==> config.mk <==
export PLATFORM = sky130hd
export DESIGN_NAME = quiz_round_control_flat
export DESIGN_NICKNAME = d
export VERILOG_FILES = /design/src/rtl/quiz_round_control_if.sv /design/src/rtl/quiz_round_control.sv /design/src/flat_wrapper.sv
export SDC_FILE = /design/constraint.sdc
export NUM_CORES = 1
export LEC_CHECK = 0
export ABC_AREA = 1
export CORE_ASPECT_RATIO = 0.7
export CORE_UTILIZATION = 60
export DETAILED_ROUTE_END_ITERATION = 12
export PLACE_DENSITY_LB_ADDON = 0.3
export SLEW_MARGIN = 20
export SYNTH_ARGS = -nofsm -noshare
export SYNTH_HDL_FRONTEND = slang
export SYNTH_SLANG_ARGS = --single-unit
==> constraint.sdc <==
create_clock -name clk -period 11.9 [get_ports clk]
set_input_delay 2.38 -clock clk [delete_from_list [all_inputs] [get_ports clk]]
set_output_delay 2.38 -clock clk [all_outputs]
set_load 0.02 [all_outputs]
==> src/rtl/quiz_round_control_if.sv <==
// Settings, pulse inputs and display outputs of one quiz_round_control.
// Every input pulse (start, buzz, judge_*, tick_1hz) is a single-cycle strobe with no backpressure.
interface quiz_round_control_if #(
    parameter int NP = 4,
    parameter int SW = 7
);
    logic [2:0]         player_count;
    logic [3:0]         question_count;
    logic [6:0]         answer_time;
    logic [SW-1:0]      win_score;
    logic [3:0]         success_score;
    logic [3:0]         fail_score;
    logic               start;
    logic [NP-1:0]      buzz;
    logic               judge_ok;
    logic               judge_fail;
    logic               tick_1hz;

    logic [2:0]         phase;
    logic [1:0]         answerer;
    logic [6:0]         time_left;
    logic [3:0]         question_no;
    logic [NP-1:0]      lockout;
    logic [NP*SW-1:0]   scores;
    logic [1:0]         winner;

    modport master (
        output player_count, question_count, answer_time, win_score,
        output success_score, fail_score, start, buzz, judge_ok, judge_fail, tick_1hz,
        input  phase, answerer, time_left, question_no, lockout, scores, winner
    );

    modport slave (
        input  player_count, question_count, answer_time, win_score,
        input  success_score, fail_score, start, buzz, judge_ok, judge_fail, tick_1hz,
        output phase, answerer, time_left, question_no, lockout, scores, winner
    );
endinterface

==> src/rtl/quiz_round_control.sv <==
// Quiz game sequencer: rounds, rotating-priority buzz arbitration, countdown, scoring, winner.
// Define FALSE_START_EN to add a 3-second ARM window that penalises early buzzes.
module quiz_round_control #(
    parameter int NP = 4,
    parameter int SW = 7
) (
    input logic                 clk,
    input logic                 rst,
    quiz_round_control_if.slave bus
);
    typedef enum logic [2:0] {
        S_IDLE   = 3'd0,
        S_ARM    = 3'd1,
        S_READY  = 3'd2,
        S_ANSWER = 3'd3,
        S_NEXT   = 3'd4,
        S_OVER   = 3'd5
    } state_t;

    state_t                 state_q, state_d;
    logic [1:0]             answerer_q, answerer_d;
    logic [6:0]             time_left_q, time_left_d;
    logic [3:0]             question_no_q, question_no_d;
    logic [NP-1:0]          lockout_q, lockout_d;
    logic [NP-1:0][SW-1:0]  scores_q, scores_d;
    logic [1:0]             winner_q, winner_d;
    logic [2:0]             pcount_q, pcount_d;
    logic [1:0]             rr_ptr_q, rr_ptr_d;

    logic [NP-1:0]          active, eligible;
    logic                   grant_found;
    logic [1:0]             grant_idx, grant_next;
    logic                   win_hit;
    logic [1:0]             win_idx, best_idx;
    logic [SW-1:0]          best_val;
    logic                   counting, timeout;

    function automatic logic [SW-1:0] sat_add(input logic [SW-1:0] s, input logic [3:0] d);
        logic [SW:0] sum;
        sum = {1'b0, s} + (SW+1)'(d);
        return sum[SW] ? '1 : sum[SW-1:0];
    endfunction

    function automatic logic [SW-1:0] floor_sub(input logic [SW-1:0] s, input logic [3:0] d);
        logic [SW-1:0] dd;
        dd = SW'(d);
        return (s < dd) ? '0 : s - dd;
    endfunction

    always_comb begin : active_mask
        for (int i = 0; i < NP; i++) active[i] = (3'(i) < pcount_q);
    end

    assign eligible = bus.buzz & active & ~lockout_q;

    // Search order starts at rr_ptr and wraps modulo the latched player count.
    always_comb begin : rr_grant
        logic [2:0] cand;
        logic [2:0] nxt;
        grant_found = 1'b0;
        grant_idx   = '0;
        cand        = '0;
        for (int k = 0; k < NP; k++) begin
            cand = {1'b0, rr_ptr_q} + 3'(k);
            if (cand >= pcount_q) cand = cand - pcount_q;
            if (!grant_found && (3'(k) < pcount_q) && eligible[cand[1:0]]) begin
                grant_found = 1'b1;
                grant_idx   = cand[1:0];
            end
        end
        nxt        = {1'b0, grant_idx} + 3'd1;
        grant_next = (nxt >= pcount_q) ? 2'd0 : nxt[1:0];
    end

    always_comb begin : score_scan
        win_hit  = 1'b0;
        win_idx  = '0;
        best_idx = '0;
        best_val = scores_q[0];
        for (int i = 0; i < NP; i++) begin
            if (!win_hit && (scores_q[i] >= bus.win_score)) begin
                win_hit = 1'b1;
                win_idx = 2'(i);
            end
            if (scores_q[i] > best_val) begin
                best_val = scores_q[i];
                best_idx = 2'(i);
            end
        end
    end

    always_comb begin : next_state
        state_d       = state_q;
        answerer_d    = answerer_q;
        time_left_d   = time_left_q;
        question_no_d = question_no_q;
        lockout_d     = lockout_q;
        scores_d      = scores_q;
        winner_d      = winner_q;
        pcount_d      = pcount_q;
        rr_ptr_d      = rr_ptr_q;

        counting = (state_q == S_ARM) || (state_q == S_READY) || (state_q == S_ANSWER);
        timeout  = counting && bus.tick_1hz && (time_left_q == 7'd1);
        if (counting && bus.tick_1hz && (time_left_q != 7'd0)) time_left_d = time_left_q - 7'd1;

        case (state_q)
            S_IDLE, S_OVER: begin
                if (bus.start) begin
                    pcount_d      = bus.player_count;
                    scores_d      = '0;
                    question_no_d = 4'd1;
                    lockout_d     = '0;
                    rr_ptr_d      = '0;
`ifdef FALSE_START_EN
                    state_d       = S_ARM;
                    time_left_d   = 7'd3;
`else
                    state_d       = S_READY;
                    time_left_d   = bus.answer_time;
`endif
                end
            end
`ifdef FALSE_START_EN
            S_ARM: begin
                for (int i = 0; i < NP; i++) begin
                    if (eligible[i]) begin
                        scores_d[i]  = floor_sub(scores_q[i], bus.fail_score);
                        lockout_d[i] = 1'b1;
                    end
                end
                if (timeout) begin
                    if ((lockout_d & active) == active) begin
                        state_d = S_NEXT;
                    end else begin
                        state_d     = S_READY;
                        time_left_d = bus.answer_time;
                    end
                end
            end
`endif
            S_READY: begin
                if (grant_found) begin
                    answerer_d  = grant_idx;
                    rr_ptr_d    = grant_next;
                    state_d     = S_ANSWER;
                    time_left_d = bus.answer_time;
                end else if (timeout) begin
                    state_d = S_NEXT;
                end
            end
            S_ANSWER: begin
                if (bus.judge_ok) begin
                    scores_d[answerer_q] = sat_add(scores_q[answerer_q], bus.success_score);
                    state_d              = S_NEXT;
                end else if (bus.judge_fail || timeout) begin
                    scores_d[answerer_q]  = floor_sub(scores_q[answerer_q], bus.fail_score);
                    lockout_d[answerer_q] = 1'b1;
                    if ((lockout_d & active) == active) begin
                        state_d = S_NEXT;
                    end else begin
                        state_d     = S_READY;
                        time_left_d = bus.answer_time;
                    end
                end
            end
            S_NEXT: begin
                if (win_hit) begin
                    state_d  = S_OVER;
                    winner_d = win_idx;
                end else if (question_no_q == bus.question_count) begin
                    state_d  = S_OVER;
                    winner_d = best_idx;
                end else begin
                    question_no_d = question_no_q + 4'd1;
                    lockout_d     = '0;
`ifdef FALSE_START_EN
                    state_d       = S_ARM;
                    time_left_d   = 7'd3;
`else
                    state_d       = S_READY;
                    time_left_d   = bus.answer_time;
`endif
                end
            end
            default: state_d = S_IDLE;
        endcase
    end

    always_ff @(posedge clk or negedge rst) begin
        if (!rst) begin
            state_q       <= S_IDLE;
            answerer_q    <= '0;
            time_left_q   <= '0;
            question_no_q <= '0;
            lockout_q     <= '0;
            scores_q      <= '0;
            winner_q      <= '0;
            pcount_q      <= '0;
            rr_ptr_q      <= '0;
        end else begin
            state_q       <= state_d;
            answerer_q    <= answerer_d;
            time_left_q   <= time_left_d;
            question_no_q <= question_no_d;
            lockout_q     <= lockout_d;
            scores_q      <= scores_d;
            winner_q      <= winner_d;
            pcount_q      <= pcount_d;
            rr_ptr_q      <= rr_ptr_d;
        end
    end

    assign bus.phase       = state_q;
    assign bus.answerer    = answerer_q;
    assign bus.time_left   = time_left_q;
    assign bus.question_no = question_no_q;
    assign bus.lockout     = lockout_q;
    assign bus.scores      = scores_q;
    assign bus.winner      = winner_q;
endmodule

==> src/flat_wrapper.sv <==
// flat-port wrapper written by rule: the top's interface ports become plain ports
module quiz_round_control_flat 
#(
    parameter int NP = 4,
    parameter int SW = 7
)
  (clk, rst, bus_player_count, bus_question_count, bus_answer_time, bus_win_score, bus_success_score, bus_fail_score, bus_start, bus_buzz, bus_judge_ok, bus_judge_fail, bus_tick_1hz, bus_phase, bus_answerer, bus_time_left, bus_question_no, bus_lockout, bus_scores, bus_winner);
  quiz_round_control_if #(.NP(NP), .SW(SW)) bus_i ();
  input logic clk;
  input logic rst;
  input wire logic [$bits(bus_i.player_count)-1:0] bus_player_count;
  input wire logic [$bits(bus_i.question_count)-1:0] bus_question_count;
  input wire logic [$bits(bus_i.answer_time)-1:0] bus_answer_time;
  input wire logic [$bits(bus_i.win_score)-1:0] bus_win_score;
  input wire logic [$bits(bus_i.success_score)-1:0] bus_success_score;
  input wire logic [$bits(bus_i.fail_score)-1:0] bus_fail_score;
  input wire logic [$bits(bus_i.start)-1:0] bus_start;
  input wire logic [$bits(bus_i.buzz)-1:0] bus_buzz;
  input wire logic [$bits(bus_i.judge_ok)-1:0] bus_judge_ok;
  input wire logic [$bits(bus_i.judge_fail)-1:0] bus_judge_fail;
  input wire logic [$bits(bus_i.tick_1hz)-1:0] bus_tick_1hz;
  output wire logic [$bits(bus_i.phase)-1:0] bus_phase;
  output wire logic [$bits(bus_i.answerer)-1:0] bus_answerer;
  output wire logic [$bits(bus_i.time_left)-1:0] bus_time_left;
  output wire logic [$bits(bus_i.question_no)-1:0] bus_question_no;
  output wire logic [$bits(bus_i.lockout)-1:0] bus_lockout;
  output wire logic [$bits(bus_i.scores)-1:0] bus_scores;
  output wire logic [$bits(bus_i.winner)-1:0] bus_winner;
  assign bus_i.player_count = bus_player_count;
  assign bus_i.question_count = bus_question_count;
  assign bus_i.answer_time = bus_answer_time;
  assign bus_i.win_score = bus_win_score;
  assign bus_i.success_score = bus_success_score;
  assign bus_i.fail_score = bus_fail_score;
  assign bus_i.start = bus_start;
  assign bus_i.buzz = bus_buzz;
  assign bus_i.judge_ok = bus_judge_ok;
  assign bus_i.judge_fail = bus_judge_fail;
  assign bus_i.tick_1hz = bus_tick_1hz;
  assign bus_phase = bus_i.phase;
  assign bus_answerer = bus_i.answerer;
  assign bus_time_left = bus_i.time_left;
  assign bus_question_no = bus_i.question_no;
  assign bus_lockout = bus_i.lockout;
  assign bus_scores = bus_i.scores;
  assign bus_winner = bus_i.winner;
  quiz_round_control #(.NP(NP), .SW(SW)) u_core (.clk(clk), .rst(rst), .bus(bus_i));
endmodule
; Yosys cells after proc, flatten, opt, wreduce, memory -nomap -nowiden
; Index checks and enable logic that the tools add are counted.
[op_classes]
mux = 80
reduce_logical = 39
magnitude_cmp = 23
bitwise = 5
add_sub_neg = 12
eq_ne = 16
[ops]
columns = op, count
row1 = 2-to-1 mux 7 bit, 14
row2 = 2-to-1 mux 28 bit, 3
row3 = bitwise mux 28 bit, 2
row4 = one-hot mux 28 bit (2 select lines), 1
row5 = 2-to-1 mux 2 bit, 17
row6 = 2-to-1 mux 4 bit, 8
row7 = >= comparator 7 bit, 4
row8 = one-hot mux 7 bit (4 select lines), 1
row9 = 2-to-1 mux 3 bit, 8
row10 = > comparator 7 bit, 3
row11 = "less-than comparator 2 x 3 -> 1 bit, second input constant", 5
row12 = 2-to-1 mux 1 bit, 15
row13 = binary-select mux 7 bit (select 2 bit), 1
row14 = demux 7 bit (select 2 bit), 1
row15 = logical AND 1 bit, 14
row16 = bitwise AND 4 bit, 3
row17 = >= comparator 3 bit, 4
row18 = one-hot mux 3 bit (4 select lines), 1
row19 = one-hot mux 4 bit (3 select lines), 1
row20 = "!= test 2 bit, second input constant", 5
row21 = AND reduction 3 bit, 3
row22 = adder 7 x 4 -> 8 bit, 1
row23 = binary-select mux 1 bit (select 2 bit), 4
row24 = equality test 4 bit, 2
row25 = 33 further kinds, 54
[word_totals]
inputBits = 39
ff_bits = 55
output_inout_bits = 50
elab_cells = 187

; Logic depth before layout (Yosys ltp)
; Gate-level depths: netlist (run 1).
[logic_depth]
ltp_word = 24
ltp_mapped = 28
ltp_nobuf = 27

; Worst setup path before layout (run 1)
; Ideal clock, no wire load.
[synth_path]
path_kind = input to register
start = input bus_buzz[3]
end = register u_core.rr_ptr_q[1]
t_required_ps = 11835
cell_stages = 18
path_buffers = 0
path_slack_ps = 7630
setup_ps = 65
t_arrival_ps = 4205
cell_sequence = nand3_1 > inv_1 > o21ai_0 > nand2_1 > nand3_1 > inv_1 > nand2_1 > nand3_1 > nand2_1 > nand2_2 > nand2_1 > inv_1 > ha_1 > a21oi_1 > o2111ai_1 > nor2_1 > nand3_1 > nand2_1
[synth_between]
elab_chain_cells = 23
elab_cells_between_ends = 35
classes_between = add/sub (1) / order compare (1) / eq/ne (1) / mux (19) / bitwise (2) / reduce/logical (11)
[synth_lines]
columns = element, line_no
row1 = from (decl), flat_wrapper.sv:18  ; input wire logic [$bits(bus_i.buzz)-1:0] bus_buzz;
row2 = bitwise AND 4 bit (*) (2 in a row), quiz_round_control.sv:54  ; assign eligible = bus.buzz & active & ~lockout_q;
row3 = binary-select mux 1 bit (select 2 bit), quiz_round_control.sv:66  ; if (!grant_found && (3'(k) < pcount_q) && eligible[cand[1:0]]) begin
row4 = 2-to-1 mux 1 bit (implied by the code), quiz_round_control.sv:66
row5 = logical AND 1 bit, quiz_round_control.sv:66
row6 = 2-to-1 mux 1 bit, quiz_round_control.sv:66
row7 = logical NOT 1 bit, quiz_round_control.sv:66
row8 = logical AND 1 bit (2 in a row), quiz_round_control.sv:66
row9 = 2-to-1 mux 1 bit, quiz_round_control.sv:66
row10 = [4 not listed], --
row11 = logical NOT 1 bit, quiz_round_control.sv:66
row12 = logical AND 1 bit (2 in a row), quiz_round_control.sv:66
row13 = 2-to-1 mux 2 bit, quiz_round_control.sv:66
row14 = adder 2 x 1 -> 3 bit, quiz_round_control.sv:71  ; nxt = {1'b0, grant_idx} + 3'd1;
row15 = >= comparator 3 bit, quiz_round_control.sv:72  ; grant_next = (nxt >= pcount_q) ? 2'd0 : nxt[1:0];
row16 = 2-to-1 mux 2 bit, quiz_round_control.sv:72
row17 = 2-to-1 mux 2 bit, quiz_round_control.sv:143  ; if (grant_found) begin
row18 = one-hot mux 2 bit (2 select lines), quiz_round_control.sv:107  ; case (state_q)
row19 = to (signal assigned), quiz_round_control.sv:210  ; rr_ptr_q <= rr_ptr_d;
row20 = to (decl), quiz_round_control.sv:28  ; logic [1:0] rr_ptr_q, rr_ptr_d;
; Every way passes the cells marked *; elsewhere a longest branch is shown, timed or not. The select of a mux whose other input is x is not followed.
; A chain may end at the register's enable or synchronous reset.

; Worst setup path in the final report (run 1)
[layout_path]
start = register u_core.scores_q, in the netlist u_core.bus.scores[5]
end = register u_core.winner_q[0], in the netlist u_core.bus.winner[0]
[layout_between]
elab_chain_cells = 13
elab_cells_between_ends = 26
classes_between = order compare (4) / mux (14) / reduce/logical (8)
[layout_lines]
columns = element, line_no
row1 = from (decl), quiz_round_control.sv:25  ; logic [NP-1:0][SW-1:0] scores_q, scores_d;
row2 = from (signal assigned), quiz_round_control.sv:207  ; scores_q <= scores_d;
row3 = branches (longest 13 deep; another with > comparator 7 bit), --
row4 = to (signal assigned), quiz_round_control.sv:208  ; winner_q <= winner_d;
row5 = to (decl), quiz_round_control.sv:26  ; logic [1:0] winner_q, winner_d;
; Several ways; the timed one is not identified. The select of a mux whose other input is x is not followed.

==> results of run 1 <==
-- final timing paths --
check	start	to	slack, ps	depth (start not counted)
max	u_core.bus.scores[5]$_DFFE_PN0P_	u_core.bus.winner[0]$_DFFE_PN0P_	6810	24
min	u_core.bus.winner[0]$_DFFE_PN0P_	u_core.bus.winner[0]$_DFFE_PN0P_	520	2
max reg2reg	u_core.bus.scores[5]$_DFFE_PN0P_	u_core.bus.winner[0]$_DFFE_PN0P_	6810	24
min reg2reg	u_core.bus.winner[0]$_DFFE_PN0P_	u_core.bus.winner[0]$_DFFE_PN0P_	520	2
max in group asynchronous	rst	u_core.bus.scores[14]$_DFFE_PN0P_	9230	2
min in group asynchronous	rst	u_core.bus.time_left[3]$_DFF_PN0_	2200	2
-- layout make-up --
class                           instances  area, um2
Clock buffer                            5      125.1
Clock inverter                          3      23.77
Fill cell                             699       2298
Inverter                              121      456.7
Multi-Input combinational cell        624       3752
Sequential cell                        55       1376
Tap cell                              124      155.1
Timing Repair Buffer                   89      883.3
-- layer usage --
metal | vias up | routed length [um] | global-route usage
li1 | 2895 | - | -
met1 | 2834 | 7630 | 0.5397
met2 | 344 | 7377 | 0.5428
met3 | 40 | 2092 | 0.07555
met4 | 0 | 268 | 0.08392
met5 | - | 0 | 0
-- cell families after synthesis --
kind of cell	count (synthesis)	share of synthesized area
AOI/OAI and AO/OA	150	0.1527
xor gates and xnor gates	18	0.02816
adders and majority gates	76	0.1726
buffers and inverters	124	0.08382
DFF	55	0.2459
and+or+nand+nor	380	0.3169
-- worst max-delay path: stages (launching register included) --
cell,delay [ps]
dfrtp_1,500
inv_1,120
ha_1,290
nand2_1,70
nor2_1,140
nand2_1,70
o211ai_1,160
nand2_1,290
o21ai_0,470
ha_1,350
a21oi_1,160
o21ai_0,100
nand2_1,70
o211ai_1,120
nand2_1,410
o21ai_0,190
ha_1,340
a21oi_1,130
o21ai_0,100
a21oi_1,160
o21ai_0,90
o21ai_0,260
a21oi_1,150
o21ai_0,170
nand2_1,60
-- sequential cells by signal, summed over array words and instances, names as in the netlist --
signal                  flops
u_core.bus.answerer         2
u_core.bus.lockout          4
u_core.bus.phase            3
u_core.bus.question_no      4
u_core.bus.scores          28
u_core.bus.time_left        7
u_core.bus.winner           2
u_core.pcount_q             3
u_core.rr_ptr_q             2
-- through the flow --
stage	setup slack (ps)	hold WS (ps)	cell area [um2]
4_1_cts	7028	513.0	6773
2_1_floorplan	7630	547.8	5598
6_report	6812	517.7	6773
3_5_place_dp	6743	495.6	6624
3_3_place_gp	6965	486.7	6624
5_1_grt	6482	521.8	6773
-- placed cells by master (no fill, tap or decap), types with 2 or more instances in the layout --
cell type and count:
nor3_1 3, nand3_1 83, o2111ai_1 4, fa_1 2
xor2_1 17, o21ai_0 68, o21ai_2 4, o211ai_1 3
inv_2 2, inv_1 117, nand4_1 20, o22ai_1 7
clkdlybuf4s50_1 87, ha_1 74, o21a_1 5, a22oi_1 2
or2_2 8, nor2_1 45, nand3_2 4, nand2_4 4
nor2_2 2, nor3_4 4, dfrtp_1 55, nand2_1 189
clkbuf_16 5, o221ai_1 2, o21ai_1 12, a21oi_1 37
nand2_2 8, nand2b_1 2, nand3b_1 3
==> impl_metrics.py, run 1 <==
metrics = {
    "routing": {
        "drtIter0Drc": 694,
        "dr.pass1.iters": 6,
        "wire_per_inst_um": 17.01,
        "ant_nets": 0,
        "viasPerCell": 5.987,
        "finalWirelength_um": 17370,
        "via_count": 6113,
        "drc": 0,
    },
    "floorplanning": {
        "pin_count": 89,
        "die_area_um2": 9727,
        "start_util": 0.6171,
        "core-area_um2": 9071,
        "chipHeight_um": 82.82,
        "placementRows": 29,
        "dieWidth_um": 117.5,
    },
    "clock_network": {
        "root_buffer": "clkbuf_16",
        "post_cts_resized": 0,
        "cts_made_buffers": 5,
        "cts_tree": "built",
        "hold_buffers": 0,
        "clk_pin_slew_worst_paths_ps": 70,
        "cts_sinks": 55,
        "clk_path_buf_depth": 2,
        "postCtsSetupBuffers": 0,
        "htreeDepth": 2,
        "worstSkewPairLatency_ps": 300,
    },
    "grt": {
        "grt_pass1_wl_um": 28350,
        "grt_usage": 0.3641,
        "grt_pass1_vias": 5698,
        "gr-total-overflow": 0,
        "grt_start_max_net_pins": 56,
        "antenna_found_initial": 0,
    },
    "logic_synthesis": {
        "synth_warnings": 0,
        "netlist_area_um2": 5598,
        "async_flop_share": 1.000,
        "synth_top_cell_area_share": 0.2459,
        "synth_seq_area_share": 0.2459,
        "synthFlopType": "dfrtp_1",
        "synthTopCellsByArea": "dfrtp_1 25%, ha_1 17%, nand2_1 13%",
        "yosysTopAreaCell": "dfrtp_1",
        "avgSynthCellArea_um2": 6.971,
        "ys_top_cells_by_count": "189 x nand2_1, 117 x inv_1, 83 x nand3_1",
        "synth-seq-cells": 55,
        "synth.most_common_cell": "nand2_1",
        "syn_inst": 803,
        "syn_nets": 918,
        "synth_edf_count": 0,
        "ys_types": 45,
    },
    "timing": {
        "tns_ps": 0,
        "finClkSkew_ps": 6.231,
        "rsz0062_at_grt": "false",
        "slew_headroom": 0.4217,
        "hold_violations": 0,
        "final_max_slew_viol_count": 0,
        "fmax_mhz": 196.5,
        "min_period_over_period": 0.4276,
        "tightest_slew_ps": 860.9,
        "period_minus_slack_ps": 5088,
        "setup_viol": 0,
    },
    "run": {
        "cap_violations": 0,
    },
    "worst_setup_path": {
        "critPathKind": "reg2reg",
        "worst_ep_required_time_ps": 12090,
        "cp.arrival_ps": 5280,
        "crit_path_start_kind": "flip-flop",
        "critPathCaptureType": "flip-flop",
        "path_max_fanout": 14,
    },
    "outcome": {
        "status": "completed",
    },
    "final_layout": {
        "layout-drive-gt1-share": 0.05686,
        "nets": 1011,
        "diodes": 0,
        "syn_to_final_growth_pct": 20.99,
        "final_cells": 1021,
        "fin_util": 0.7466,
    },
    "placed_design": {
        "dpl.cell_count": 1013,
        "port_buffers": 88,
        "dpl.hpwl_um": 13930,
        "routabilityCongestion": 1.032,
    },
    "hold_path": {
        "hp-class": "reg2reg",
    },
}
Power of run 1 is left out: the tool's default activity adds up to more than one toggle a clock period on the data nets, which glitch-free logic cannot reach.
==> run 2, diff against run 1 <==
--- a/config.mk
+++ b/config.mk
@@ -7,7 +7,7 @@
 export LEC_CHECK = 0
 export ABC_AREA = 1
 export CORE_ASPECT_RATIO = 0.7
-export CORE_UTILIZATION = 60
+export CORE_UTILIZATION = 56
 export DETAILED_ROUTE_END_ITERATION = 12
 export PLACE_DENSITY_LB_ADDON = 0.3
 export SLEW_MARGIN = 20
==> constraint.sdc (replaced) <==
create_clock -name clk -period 5.2 [get_ports clk]
set_input_delay 1.04 -clock clk [delete_from_list [all_inputs] [get_ports clk]]
set_output_delay 1.04 -clock clk [all_outputs]
set_load 0.02 [all_outputs]
==> run 2 against run 1 <==
Cell count rose by 0.39%. Utilization fell by 4.6 points. Worst hold slack got worse by 27 ps. Register-to-register slack got worse by 6200 ps. Via count fell by 1.5%. Fmax rose by 9.8%. Routed wire length rose by 2.1%. Setup slack got worse by 6200 ps. Critical path depth rose by 1. Critical endpoint unchanged. First-iteration DRC count rose by 5.3%. Sequential share of layout area barely moved.
==> impl_metrics.py, run 2 (synthesis gave the netlist of run 1 again) <==
metrics = {
    "clock_network": {
        "hold_buffers": 0,
        "worstSkewPairLatency_ps": 310,
        "post_cts_resized": 0,
        "cts_sinks": 55,
        "cts_made_buffers": 5,
        "postCtsSetupBuffers": 0,
        "root_buffer": "clkbuf_16",
        "htreeDepth": 2,
        "clk_path_buf_depth": 2,
        "cts_tree": "built",
        "clk_pin_slew_worst_paths_ps": 90,
    },
    "timing": {
        "setup_viol": 0,
        "period_minus_slack_ps": 4633,
        "min_period_over_period": 0.8909,
        "slew_headroom": 0.3963,
        "tightest_slew_ps": 896.1,
        "fmax_mhz": 215.8,
        "finClkSkew_ps": 12.16,
        "hold_violations": 0,
        "final_max_slew_viol_count": 0,
        "tns_ps": 0,
        "rsz0062_at_grt": "false",
    },
    "floorplanning": {
        "chipHeight_um": 85.65,
        "dieWidth_um": 121.5,
        "core-area_um2": 9684,
        "placementRows": 30,
        "start_util": 0.5780,
        "die_area_um2": 10410,
        "pin_count": 89,
    },
    "worst_setup_path": {
        "worst_ep_required_time_ps": 5410,
        "max_stage_delay_ps": 440,
        "critPathKind": "reg2reg",
        "cp.arrival_ps": 4840,
        "startpoint": "u_core.bus.scores[6]$_DFFE_PN0P_",
        "crit_path_end": "u_core.bus.winner[0]$_DFFE_PN0P_",
        "r2r_start": "u_core.bus.scores[6]$_DFFE_PN0P_",
        "crit_path_frequent_cell": "nand2_1",
        "reg2reg_to": "u_core.bus.winner[0]$_DFFE_PN0P_",
        "reg2reg_depth": 25,
        "critPathCaptureType": "flip-flop",
        "crit_path_start_kind": "flip-flop",
        "crit_path_top_delay_cell": "dfrtp_1",
        "rrSetupSlack_ps": 570,
        "path_max_fanout": 14,
    },
    "routing": {
        "drc": 0,
        "via_count": 6020,
        "dr.pass1.iters": 6,
        "finalWirelength_um": 17730,
        "drtIter0Drc": 731,
        "wire_per_inst_um": 17.30,
        "viasPerCell": 5.873,
        "ant_nets": 0,
    },
    "final_layout": {
        "layout-drive-gt1-share": 0.05797,
        "fin_util": 0.7005,
        "diodes": 0,
        "syn_to_final_growth_pct": 21.19,
        "largest_register_ffs": 28,
        "nets": 1011,
        "fill_cells": 827,
        "final_cell_mix": "188 x nand2_1, 117 x inv_1, 87 x clkdlybuf4s50_1, 83 x nand3_1, 74 x ha_1",
        "final_common_cell": "nand2_1",
    },
    "placed_design": {
        "routabilityCongestion": 0.9813,
        "port_buffers": 88,
        "dpl.hpwl_um": 14270,
    },
    "outcome": {
        "status": "completed",
    },
    "grt": {
        "grt_usage": 0.3553,
        "grt_pass1_vias": 5637,
        "grt_start_max_net_pins": 56,
        "gr-total-overflow": 0,
        "grt_pass1_wl_um": 28450,
        "antenna_found_initial": 0,
    },
    "hold_path": {
        "min_path_cells": 2,
        "hp-class": "reg2reg",
    },
    "run": {
        "cap_violations": 0,
    },
}
## run 2: cell count changes in the layout (fill, tap and decap cells not counted)
cell / before / now
o21ai_0: 68 / 67
nand2_2: 8 / 9
o21ai_1: 12 / 13
nand2_1: 189 / 188
clkinv_4: 0 / 1
clkinv_2: 1 / 0
## run 2: worst max-delay path, delay by kind of cell (launching register included)
family,cells,cell delay (ps)
AOI/OAI and AO/OA,11,1950
and+or+nand+nor,9,1130
adders and majority gates,3,870
buffers and inverters,2,130
DFF,1,440
## run 2: how the worst min path moves through the flow
stage | startpoint | end
after floorplan | u_core.pcount_q[0]$_DFFE_PN0P_ | u_core.pcount_q[0]$_DFFE_PN0P_
after global placement | u_core.bus.winner[0]$_DFFE_PN0P_ | u_core.bus.winner[0]$_DFFE_PN0P_
after detailed placement | u_core.bus.winner[0]$_DFFE_PN0P_ | u_core.bus.winner[0]$_DFFE_PN0P_
after CTS | u_core.bus.winner[0]$_DFFE_PN0P_ | u_core.bus.winner[0]$_DFFE_PN0P_
after global routing | u_core.bus.winner[0]$_DFFE_PN0P_ | u_core.bus.winner[0]$_DFFE_PN0P_
final | u_core.bus.winner[0]$_DFFE_PN0P_ | u_core.bus.winner[0]$_DFFE_PN0P_
## run 2: metal layers
metal,GRT usage,vias to the layer above,share of wire
met5,0,-,0
met4,0.08754,0,0.017
met3,0.09774,30,0.11
met2,0.5227,293,0.41
met1,0.5121,2796,0.46
li1,-,2901,-
## run 2: layout make-up
| class | count | area, um2 | area share |
|---|---|---|---|
| multi-input cells | 624 | 3755 | 0.5535 |
| flip-flops and latches | 55 | 1376 | 0.2029 |
| repair buffers | 89 | 883.3 | 0.1302 |
| inverters | 121 | 456.7 | 0.06732 |
| well taps | 128 | 160.2 | 0.02361 |
| clock buffers | 5 | 125.1 | 0.01844 |
| clock inverters | 3 | 27.53 | 0.004058 |
## run 2: per-stage QoR
| stage | cells | instance area, um2 | hold slack [ps] | setup WS [ps] |
|---|---|---|---|---|
| finish | 1025 | 6784 | 490.5 | 567.1 |
| global route | 1025 | 6784 | 512.9 | 61.12 |
| CTS | 1025 | 6782 | 491.7 | 613.1 |
| detailed placement | 1017 | 6629 | 470.8 | 632.1 |
| global placement | 1017 | 6629 | 468.7 | 692.1 |
| floorplan | 803 | 5598 | 547.8 | 1136 |
Power of run 2 is left out for the same reason.
==> run 3, diff against run 2 <==
--- a/config.mk
+++ b/config.mk
@@ -7,6 +7,7 @@
 export LEC_CHECK = 0
 export ABC_AREA = 1
 export CORE_ASPECT_RATIO = 0.7
+export CORE_MARGIN = 4
 export CORE_UTILIZATION = 56
 export DETAILED_ROUTE_END_ITERATION = 12
 export PLACE_DENSITY_LB_ADDON = 0.3
==> constraint.sdc (replaced) <==
create_clock -name clk -period 4.7 [get_ports clk]
set_input_delay 0.94 -clock clk [delete_from_list [all_inputs] [get_ports clk]]
set_output_delay 0.94 -clock clk [all_outputs]
set_load 0.02 [all_outputs]
==> run 3 against run 2 <==
Setup slack worse by 260 ps. Cell count is 0.59% higher. Non-clock buffer count is 5 higher. Sequential cell count stayed put. Critical endpoint unchanged. Largest cell class unchanged.
==> impl_metrics.py, run 3 (synthesis gave the netlist of run 1 again) <==
metrics = {
    "worst_setup_path": {
        "crit_path_start_kind": "flip-flop",
        "critPathKind": "reg2reg",
        "max_stage_delay_ps": 460,
        "reg2reg_depth": 24,
        "critPathCaptureType": "flip-flop",
        "crit_chain": "inv_1 > ha_1 > nand2_1 > nor2_1 > nand2_1 > o211ai_1 > nand2_2 > nand2_1 > o21ai_0 > ha_1 > nand2_1 > o21ai_0 > nand2_1 > o211ai_1 > nand2_2 > buf_4 > o21ai_0 > ha_1 > a21oi_1 > o21ai_0 > o21ai_0 > a21oi_1 > o21ai_0 > nand2_1",
        "path_max_fanout": 10,
        "worst_ep_required_time_ps": 4890,
        "r2r_start": "u_core.bus.scores[5]$_DFFE_PN0P_",
        "rrSetupSlack_ps": 310,
        "cp.arrival_ps": 4580,
        "crit_path_top_delay_cell": "dfrtp_1",
        "reg2reg_to": "u_core.bus.winner[0]$_DFFE_PN0P_",
    },
    "routing": {
        "dr.pass1.iters": 5,
        "drc": 0,
        "ant_nets": 0,
        "viasPerCell": 5.948,
        "finalWirelength_um": 18060,
        "drtIter0Drc": 488,
        "wire_per_inst_um": 17.52,
        "via_count": 6132,
    },
    "timing": {
        "tns_ps": 0,
        "final_max_slew_viol_count": 0,
        "setup_viol": 0,
        "tightest_slew_ps": 826.5,
        "rsz0062_at_grt": "false",
        "hold_violations": 0,
        "slew_headroom": 0.4447,
        "min_period_over_period": 0.9341,
        "finClkSkew_ps": 11.07,
        "period_minus_slack_ps": 4390,
        "fmax_mhz": 227.8,
    },
    "final_layout": {
        "largest_register_ffs": 28,
        "layout-drive-gt1-share": 0.06423,
        "diodes": 0,
        "final_common_cell": "nand2_1",
        "syn_to_final_growth_pct": 22.42,
        "fin_area_um2": 6853,
        "final_cell_mix": "188 x nand2_1, 117 x inv_1, 87 x clkdlybuf4s50_1, 83 x nand3_1, 74 x ha_1",
        "nets": 1017,
        "fin_util": 0.7049,
    },
    "floorplanning": {
        "pin_count": 89,
        "dieWidth_um": 127.5,
        "core-area_um2": 9722,
        "start_util": 0.5758,
        "chipHeight_um": 91.65,
        "die_area_um2": 11690,
        "placementRows": 30,
    },
    "clock_network": {
        "cts_tree": "built",
        "clk_path_buf_depth": 2,
        "htreeDepth": 2,
        "cts_sinks": 55,
        "clk_pin_slew_worst_paths_ps": 80,
        "hold_buffers": 0,
        "root_buffer": "clkbuf_16",
        "worstSkewPairLatency_ps": 310,
        "cts_made_buffers": 5,
    },
    "run": {
        "cap_violations": 0,
    },
    "placed_design": {
        "routabilityCongestion": 0.9489,
        "dpl.hpwl_um": 14620,
        "placedInstanceArea_um2": 6644,
        "port_buffers": 88,
    },
    "hold_path": {
        "hold_start": "u_core.bus.lockout[2]$_DFFE_PN0P_",
        "min_to": "u_core.bus.lockout[2]$_DFFE_PN0P_",
        "min_path_cells": 2,
        "hp-class": "reg2reg",
    },
    "grt": {
        "grt_start_max_net_pins": 56,
        "antenna_found_initial": 0,
        "gr-total-overflow": 0,
        "grt_usage": 0.3081,
        "grt_pass1_vias": 5646,
        "grt_pass1_wl_um": 28990,
    },
    "outcome": {
        "status": "completed",
    },
}
-- run 3: stage by stage --
| step | setup WS (ps) | std cells | hold slack (ps) |
|---|---|---|---|
| after floorplan | 636.1 | 803 | 547.8 |
| after global placement | 310.8 | 1019 | 500.1 |
| after detailed placement | 271.1 | 1019 | 519.3 |
| after CTS | 207.1 | 1027 | 533.1 |
| after global routing | 9.154 | 1031 | 568.7 |
| final | 309.9 | 1031 | 525.3 |
-- run 3: area by class of cell --
class	instances	area (um2)
clock buffers	6	138.9
clock inverters	2	38.79
fillers	829	2869
inverters	121	456.7
multi-input cells	625	3761
flip-flops and latches	55	1376
well taps	128	160.2
repair buffers	94	920.9
-- run 3: worst max path at each step --
stage / from / end
after detailed placement: u_core.bus.scores[5]$_DFFE_PN0P_ / u_core.bus.winner[0]$_DFFE_PN0P_
after global routing: u_core.bus.scores[5]$_DFFE_PN0P_ / u_core.bus.winner[0]$_DFFE_PN0P_
after CTS: u_core.bus.scores[5]$_DFFE_PN0P_ / u_core.bus.winner[0]$_DFFE_PN0P_
after global placement: u_core.bus.scores[5]$_DFFE_PN0P_ / u_core.bus.winner[0]$_DFFE_PN0P_
after floorplan: u_core.bus.scores[2]$_DFFE_PN0P_ / u_core.bus.winner[0]$_DFFE_PN0P_
final: u_core.bus.scores[5]$_DFFE_PN0P_ / u_core.bus.winner[0]$_DFFE_PN0P_
-- run 3: critical path, delay by kind of cell (launching register included) --
family                     cells  cell delay [ps]
buffers and inverters          2              290
and+or+nand+nor                9              910
DFF                            1              460
AOI/OAI and AO/OA             10             1650
adders and majority gates      3              960
-- run 3: timing repair --
| item | in CTS | in global routing |
|---|---|---|
| endpoints found under the setup margin | 0 | 2 |
| buffers inserted | 0 | 3 |
| resized for setup | 0 | 3 |
-- run 3: per-layer routing --
metal,part of all wire,global-route usage
met1,0.46,0.4661
met2,0.41,0.4396
met5,0,0
met4,0.011,0.06071
met3,0.11,0.08207
Power of run 3 is left out for the same reason.
